`src/rtl/info_frame_pkg.sv`:
```
// info_frame_pkg -- shared types and helpers for the runtime-loadable InfoFrame source.
//   - InfoFrame type codes (AVI / SPD / AUDIO)
//   - subpacket_t : four 56-bit subpackets; byte j of the flat vector is PB j
//   - ld_state_t  : shadow loader states
//   - build_header / checksum helpers
package info_frame_pkg;

    localparam logic [6:0] TYPE_AVI   = 7'h02;
    localparam logic [6:0] TYPE_SPD   = 7'h03;
    localparam logic [6:0] TYPE_AUDIO = 7'h04;

    // PB0..PB27 packed LSB-first: sub[i] byte k is PB(7i+k)
    typedef logic [3:0][55:0] subpacket_t;

    typedef enum logic [1:0] {
        LD_IDLE,
        LD_LOAD,
        LD_PENDING
    } ld_state_t;

    function automatic logic [23:0] build_header(input logic [6:0] t,
                                                 input logic [7:0] ver,
                                                 input logic [7:0] len);
        return {len, ver, 1'b1, t};
    endfunction

    // PB0 makes the byte sum of header + payload wrap to zero
    function automatic logic [7:0] checksum(input logic [6:0] t,
                                            input logic [7:0] ver,
                                            input logic [7:0] len,
                                            input logic [7:0] sum);
        logic [7:0] s;
        s = {1'b1, t} + ver + len + sum;
        return 8'h00 - s;
    endfunction

endpackage

```
`src/rtl/dynamic_info_frame_if.sv`:
```
// dynamic_info_frame_if -- byte write port, packet offer port and status flags.
//   master : the side that loads bytes, pulses frame_start and accepts packets
//   slave  : the InfoFrame source (dynamic_info_frame)
interface dynamic_info_frame_if;
    import info_frame_pkg::*;

    logic        wr_valid;
    logic        wr_ready;
    logic [7:0]  wr_data;
    logic        wr_last;
    logic        frame_start;
    logic        tx_valid;
    logic        tx_ready;
    logic [23:0] header;
    subpacket_t  sub;
    logic        overflow;
    logic        missed;

    modport master (
        output wr_valid, wr_data, wr_last, frame_start, tx_ready,
        input  wr_ready, tx_valid, header, sub, overflow, missed
    );

    modport slave (
        input  wr_valid, wr_data, wr_last, frame_start, tx_ready,
        output wr_ready, tx_valid, header, sub, overflow, missed
    );

endinterface

```
`src/rtl/info_frame_shadow_loader.sv`:
```
// info_frame_shadow_loader -- collects PB1..PBn into a shadow buffer.
//   clk_pixel, reset_n : clock, synchronous active-low reset
//   wr_valid/wr_ready/wr_data/wr_last : byte stream, wr_last commits the load
//   swap       : active buffer is taking the shadow this cycle (releases PENDING)
//   pending    : a committed load waits for the swap
//   length     : byte count of the committed load
//   shadow_sub : shadow bytes with the registered checksum in PB0
//   overflow   : sticky, some load ran past MAX_LENGTH
module info_frame_shadow_loader
    import info_frame_pkg::*;
#(
    parameter logic [6:0] TYPE       = TYPE_AVI,
    parameter logic [7:0] VERSION    = 8'h02,
    parameter int         MAX_LENGTH = 27
) (
    input  logic       clk_pixel,
    input  logic       reset_n,
    input  logic       wr_valid,
    input  logic [7:0] wr_data,
    input  logic       wr_last,
    output logic       wr_ready,
    input  logic       swap,
    output logic       pending,
    output logic [7:0] length,
    output subpacket_t shadow_sub,
    output logic       overflow
);

    ld_state_t         state, state_nxt;
    logic [27:1][7:0]  shadow;
    logic [7:0]        count, sum, csum;
    logic              load_ovf;
    logic              accept, fresh, fits, commit;
    logic [7:0]        count_nxt, sum_nxt;

    assign accept    = wr_valid && wr_ready;
    // A byte accepted in IDLE opens a new load, so it sees an empty count/sum.
    assign fresh     = (state == LD_IDLE);
    assign fits      = fresh || (count < 8'(MAX_LENGTH));
    assign count_nxt = fresh ? 8'd1    : count + 8'd1;
    assign sum_nxt   = fresh ? wr_data : sum + wr_data;
    assign commit    = accept && wr_last && fits && (fresh || !load_ovf);

    always_ff @(posedge clk_pixel) begin
        if (!reset_n) state <= LD_IDLE;
        else          state <= state_nxt;
    end

    always_comb begin
        state_nxt = state;
        unique case (state)
            LD_IDLE, LD_LOAD: begin
                if (accept) begin
                    if (!wr_last)    state_nxt = LD_LOAD;
                    else if (commit) state_nxt = LD_PENDING;
                    else             state_nxt = LD_IDLE;   // overflowed load dropped
                end
            end
            LD_PENDING: if (swap) state_nxt = LD_IDLE;
            default:    state_nxt = LD_IDLE;
        endcase
    end

    always_comb begin
        wr_ready = 1'b1;
        pending  = 1'b0;
        if (state == LD_PENDING) begin
            wr_ready = 1'b0;
            pending  = 1'b1;
        end
    end

    always_ff @(posedge clk_pixel) begin
        if (!reset_n) begin
            shadow   <= '0;
            count    <= '0;
            sum      <= '0;
            csum     <= '0;
            load_ovf <= 1'b0;
            overflow <= 1'b0;
        end else if (accept) begin
            if (fresh) begin
                shadow   <= '0;     // the byte write below overrides its own slot
                load_ovf <= 1'b0;
            end
            if (fits) begin
                for (int j = 1; j <= 27; j++)
                    if (count_nxt == 8'(j)) shadow[j] <= wr_data;
                count <= count_nxt;
                sum   <= sum_nxt;
            end else begin
                load_ovf <= 1'b1;
                overflow <= 1'b1;
            end
            if (commit) csum <= checksum(TYPE, VERSION, count_nxt, sum_nxt);
        end
    end

    assign length     = count;
    assign shadow_sub = subpacket_t'({shadow, csum});

endmodule

```
`src/rtl/dynamic_info_frame.sv`:
```
// dynamic_info_frame -- double-buffered, runtime-loadable HDMI InfoFrame source.
//   clk_pixel : pixel clock
//   reset_n   : synchronous active-low reset
//   bus       : dynamic_info_frame_if.slave
//               wr_* byte load port, frame_start pulse, tx_valid/tx_ready offer
//               of header + sub, sticky overflow / missed flags
// Optional feature macro: INFO_FRAME_REPEAT_EN -- re-offer the active packet
// every REPEAT_INTERVAL frames; without it a packet is offered once per swap.
module dynamic_info_frame
    import info_frame_pkg::*;
#(
    parameter logic [6:0] TYPE            = TYPE_AVI,
    parameter logic [7:0] VERSION         = 8'h02,
    parameter int         MAX_LENGTH      = 27,
    parameter int         REPEAT_INTERVAL = 1
) (
    input  logic                 clk_pixel,
    input  logic                 reset_n,
    dynamic_info_frame_if.slave  bus
);

    logic       pending, swap, handshake, active_valid, rep_fire;
    logic [7:0] length;
    subpacket_t shadow_sub;

    assign swap      = bus.frame_start && pending;
    assign handshake = bus.tx_valid && bus.tx_ready;

    info_frame_shadow_loader #(
        .TYPE       (TYPE),
        .VERSION    (VERSION),
        .MAX_LENGTH (MAX_LENGTH)
    ) u_loader (
        .clk_pixel  (clk_pixel),
        .reset_n    (reset_n),
        .wr_valid   (bus.wr_valid),
        .wr_data    (bus.wr_data),
        .wr_last    (bus.wr_last),
        .wr_ready   (bus.wr_ready),
        .swap       (swap),
        .pending    (pending),
        .length     (length),
        .shadow_sub (shadow_sub),
        .overflow   (bus.overflow)
    );

`ifdef INFO_FRAME_REPEAT_EN
    logic [7:0] rep_cnt;
    logic       rep_wrap;

    assign rep_wrap = (rep_cnt + 8'd1) == 8'(REPEAT_INTERVAL);
    // A swap already offers the packet, so it restarts the interval instead.
    assign rep_fire = !swap && bus.frame_start && active_valid && rep_wrap;

    always_ff @(posedge clk_pixel) begin
        if (!reset_n)                           rep_cnt <= '0;
        else if (swap)                          rep_cnt <= '0;
        else if (bus.frame_start && active_valid) rep_cnt <= rep_wrap ? 8'd0 : rep_cnt + 8'd1;
    end
`else
    // Interval only matters in repeat builds.
    logic unused_repeat;
    assign unused_repeat = ^8'(REPEAT_INTERVAL);
    assign rep_fire      = 1'b0;
`endif

    always_ff @(posedge clk_pixel) begin
        if (!reset_n) begin
            bus.header   <= '0;
            bus.sub      <= '0;
            bus.tx_valid <= 1'b0;
            bus.missed   <= 1'b0;
            active_valid <= 1'b0;
        end else begin
            // Active buffer only moves on a swap: stable for the whole frame.
            if (swap) begin
                bus.header   <= build_header(TYPE, VERSION, length);
                bus.sub      <= shadow_sub;
                active_valid <= 1'b1;
            end
            if (bus.frame_start && bus.tx_valid) bus.missed <= 1'b1;
            if (swap || rep_fire) bus.tx_valid <= 1'b1;
            else if (handshake)   bus.tx_valid <= 1'b0;
        end
    end

endmodule

```
`src/flat_wrapper.sv`:
```
// flat-port wrapper written by rule: the top's interface ports become plain ports
module dynamic_info_frame_flat import info_frame_pkg::*;
#(
    parameter logic [6:0] TYPE            = TYPE_AVI,
    parameter logic [7:0] VERSION         = 8'h02,
    parameter int         MAX_LENGTH      = 27,
    parameter int         REPEAT_INTERVAL = 1
)
  (clk_pixel, reset_n, bus_wr_valid, bus_wr_data, bus_wr_last, bus_frame_start, bus_tx_ready, bus_wr_ready, bus_tx_valid, bus_header, bus_sub, bus_overflow, bus_missed);
  dynamic_info_frame_if bus_i ();
  input  logic clk_pixel;
  input  logic reset_n;
  input wire logic [$bits(bus_i.wr_valid)-1:0] bus_wr_valid;
  input wire logic [$bits(bus_i.wr_data)-1:0] bus_wr_data;
  input wire logic [$bits(bus_i.wr_last)-1:0] bus_wr_last;
  input wire logic [$bits(bus_i.frame_start)-1:0] bus_frame_start;
  input wire logic [$bits(bus_i.tx_ready)-1:0] bus_tx_ready;
  output wire logic [$bits(bus_i.wr_ready)-1:0] bus_wr_ready;
  output wire logic [$bits(bus_i.tx_valid)-1:0] bus_tx_valid;
  output wire logic [$bits(bus_i.header)-1:0] bus_header;
  output wire logic [$bits(bus_i.sub)-1:0] bus_sub;
  output wire logic [$bits(bus_i.overflow)-1:0] bus_overflow;
  output wire logic [$bits(bus_i.missed)-1:0] bus_missed;
  assign bus_i.wr_valid = bus_wr_valid;
  assign bus_i.wr_data = bus_wr_data;
  assign bus_i.wr_last = bus_wr_last;
  assign bus_i.frame_start = bus_frame_start;
  assign bus_i.tx_ready = bus_tx_ready;
  assign bus_wr_ready = bus_i.wr_ready;
  assign bus_tx_valid = bus_i.tx_valid;
  assign bus_header = bus_i.header;
  assign bus_sub = bus_i.sub;
  assign bus_overflow = bus_i.overflow;
  assign bus_missed = bus_i.missed;
  dynamic_info_frame #(.TYPE(TYPE), .VERSION(VERSION), .MAX_LENGTH(MAX_LENGTH), .REPEAT_INTERVAL(REPEAT_INTERVAL)) u_core (.clk_pixel(clk_pixel), .reset_n(reset_n), .bus(bus_i));
endmodule
```
`config.mk`:
```
export PLATFORM = sky130hd
export DESIGN_NAME = dynamic_info_frame_flat
export DESIGN_NICKNAME = d
export VERILOG_FILES = /design/src/rtl/info_frame_pkg.sv /design/src/rtl/dynamic_info_frame_if.sv /design/src/rtl/info_frame_shadow_loader.sv /design/src/rtl/dynamic_info_frame.sv /design/src/flat_wrapper.sv
export SDC_FILE = /design/constraint.sdc
export NUM_CORES = 1
export LEC_CHECK = 0
export BUFFER_PORTS_ARGS = -buffer_cell sky130_fd_sc_hd__buf_2
export CAP_MARGIN = 40
export CORE_UTILIZATION = 60
export CTS_CLUSTER_DIAMETER = 50
export DETAILED_ROUTE_END_ITERATION = 10
export HOLD_SLACK_MARGIN = 0.05
export PLACE_DENSITY = 0.9
export SKIP_CTS_REPAIR_TIMING = 1
export SYNTH_ARGS = -nofsm -noshare
export SYNTH_HDL_FRONTEND = slang
export SYNTH_SLANG_ARGS = --single-unit
```
`constraint.sdc`:
```
create_clock -name clk_pixel -period 6.1 [get_ports clk_pixel]
set_input_delay 0.305 -clock clk_pixel [delete_from_list [all_inputs] [get_ports clk_pixel]]
set_output_delay 0.305 -clock clk_pixel [all_outputs]
set_load 0.005 [all_outputs]
```
==> flow_summary.ini <==
[synthesis]
syn_inst = 2061
synth_ff_type = dfxtp_1
synth_area_um2 = 18200
yosys_register_bits = 479
seq_area_frac_synth = 0.527
synthArstFlopShare = 0
ys_warn_count = 0
synth.distinct_cells = 67
avgSynthCellArea_um2 = 8.82
synth_edf_count = 0

[route]
wl_um = 47500
detail-route-antenna-nets = 0
drcViolationCount = 0
drt-pass1-iter-count = 8
wl_per_cell_um = 17.9
drt_first_iter_violations = 1382
viasPerCell = 5.66
via_count = 15045

[worst_setup_path]
start_kind = register
critPathCaptureType = register
crit_required_ns = 6.53
path_max_fanout = 5
criticalPathCategory = register to register
crit_arrival_ns = 4.58

[power_and_ir_drop]
pwr-share-seq = 0.484
switching_power_mw = 1.45
power.density_nw_per_um2 = 309
p_comb_frac = 0.049
total_power_mw = 6.53
p_int_mw = 5.08
switching_share = 0.223
clkPwrFrac = 0.467
leakage_nw = 8.69
ir_drop_v = 0.000197

[placed_design]
dpl.hpwl_um = 28900
place_congestion = 0.892
portBuffers = 252
placed_cells = 2570
placed_cell_area_um2 = 19500
pre_cts_slack_ns = 1.83

[timing]
fin_crit_sh = 0.681
tightestPinTransition_ns = 1.08
setup_ws_ns = 1.94
setup_tns_ns = 0
setup_viol = 0
drv_slew = 0
maxSlewHeadroom = 0.278
grt_setup_unrepaired = no
fin_crit_ns = 4.16
fmax_mhz = 241
hold-worst-slack_ns = 0.0572
finalClockSkew_ns = 0.0121
final_hold_viol_count = 0

[status]
status = finished clean

[job]
max_cap_viol_count = 0

[clock_network]
clkTransAtPathRegs_ns = 0.06
cts-root-buf = clkbuf_16
tritoncts = done
numCtsBuffers = 48
cts_max_path_buffers = 3
insertion_delay_ns = 0.54
cts.sinks = 479
h-tree-depth = 2

[finish]
drive_above_1_share = 0.170
fin_nets = 2269
post-route-cell-area_um2 = 21100
final_common_cell = nand2_1
fin_util = 0.711
final_cell_mix = 705 x nand2_1, 479 x dfxtp_1, 256 x a21oi_1, 253 x buf_2, 205 x mux2i_1
fin_cells = 2659
areaGrowthSynthToFinish_pct = 16.1

[floorplan]
fp.dieArea_um2 = 31000
initial_utilization = 0.612
io-pin-count = 266
core_um2 = 29700
chipHeight_um = 176
floorplan.rows = 63
die_w_um = 176

[global_routing]
grt_pass1_vias = 14341
grt_max_degree = 234
antenna_found_initial = 2
grt-ovfl-total = 0
grt_usage = 0.299
grt_pass1_wl_um = 74500

[hold_path]
hp-class = primary input to register
[path summary, 6_finish.rpt]
| check | from | endpoint | slack (ns) | cells after the start |
|---|---|---|---|---|
| worst min register to register | u_core.u_loader.shadow_sub[223] | u_core.bus.sub[223] | 0.45 | 2 |
| worst max register to register | u_core.u_loader.sum[0] | u_core.u_loader.csum[7] | 1.94 | 17 |
| worst min-delay path | bus_wr_data[3] | u_core.u_loader.shadow_sub[107] | 0.06 | 2 |
| worst max-delay path | u_core.u_loader.sum[0] | u_core.u_loader.csum[7] | 1.94 | 17 |
[power groups by stage]
stage / logic [mW] / clock network [mW] / registers (mW)
floorplan: 0.234 / 0 / 3.22
finish: 0.322 / 3.05 / 3.16
global placement: 0.306 / 0 / 3.23
detailed placement: 0.315 / 0 / 3.23
CTS: 0.318 / 3.07 / 3.16
global route: 0.350 / 3.21 / 3.16
[routing by layer]
layer  vias up  part of all wire  track usage  wire (µm)
li1       7114                 -            -          -
met1      7180              0.41        0.375      19600
met2       623              0.49        0.510      23100
met3       128             0.067       0.0510       3200
met4         0             0.036        0.120       1690
met5         -                 0            0          0
[worst max-delay path, cell delays in order, from the launching register on]
cell and delay (ns):
dfxtp_1 0.34, ha_1 0.20, inv_1 0.07, fa_1 0.43, nor2b_1 0.12, o21ai_0 0.11
a21boi_0 0.33, o211ai_1 0.15, a32o_1 0.27, ha_1 0.28, inv_1 0.04, ha_1 0.33
and3_1 0.18, a221o_1 0.35, or3_1 0.36, o221ai_1 0.21, mux2i_1 0.22, nand2_1 0.07
[layout make-up]
cell class,count,area [µm²]
repair buffers,269,1440
multi-input cells,1413,7870
clock buffers,66,1350
fillers,2135,8600
clock inverters,19,284
flip-flops and latches,479,9590
diodes,2,5.00
inverters,21,86.3
well taps,390,488
[flip-flops by register name, summed over array words and instances (netlist names)]
signal                      flops
u_core.u_loader.sum             8
u_core.u_loader.state           2
u_core.u_loader.shadow_sub    216
u_core.bus.tx_valid             1
u_core.bus.sub                224
u_core.u_loader.csum            8
u_core.bus.header               9
u_core.bus.missed               1
u_core.u_loader.overflow        1
u_core.u_loader.load_ovf        1
u_core.u_loader.length          8
[cell families (layout without fill, tap and decap cells)]
group                    after synthesis  count (layout)  synth area share
AO/OA/AOI/OAI                        326             326             0.102
XOR/XNOR                              13              13           0.00667
adder cells (fa/ha/maj)               23              23            0.0166
buffers and inverters                181             375            0.0442
flip-flops                           479             479             0.527
multiplexers                         205             205             0.113
other                                  1              15          0.000206
AND/OR/NAND/NOR                      833             833             0.191
[cells in the mapped netlist, types with 7 or more instances]
library cell | instances | area share
nand3_1 | 18 | 0.0050
or3_1 | 12 | 0.0041
a22o_1 | 8 | 0.0039
buf_2 | 12 | 0.0033
a21oi_1 | 257 | 0.071
ha_1 | 21 | 0.014
nor3_4 | 8 | 0.0072
nor2_1 | 33 | 0.0068
nor3_1 | 7 | 0.0019
dfxtp_1 | 479 | 0.53
o21ai_0 | 19 | 0.0052
clkbuf_1 | 120 | 0.025
mux2i_1 | 205 | 0.11
nand2_1 | 710 | 0.15
buf_4 | 17 | 0.0070
inv_1 | 19 | 0.0039
No activity file was read; power rests on OpenSTA's default activity.
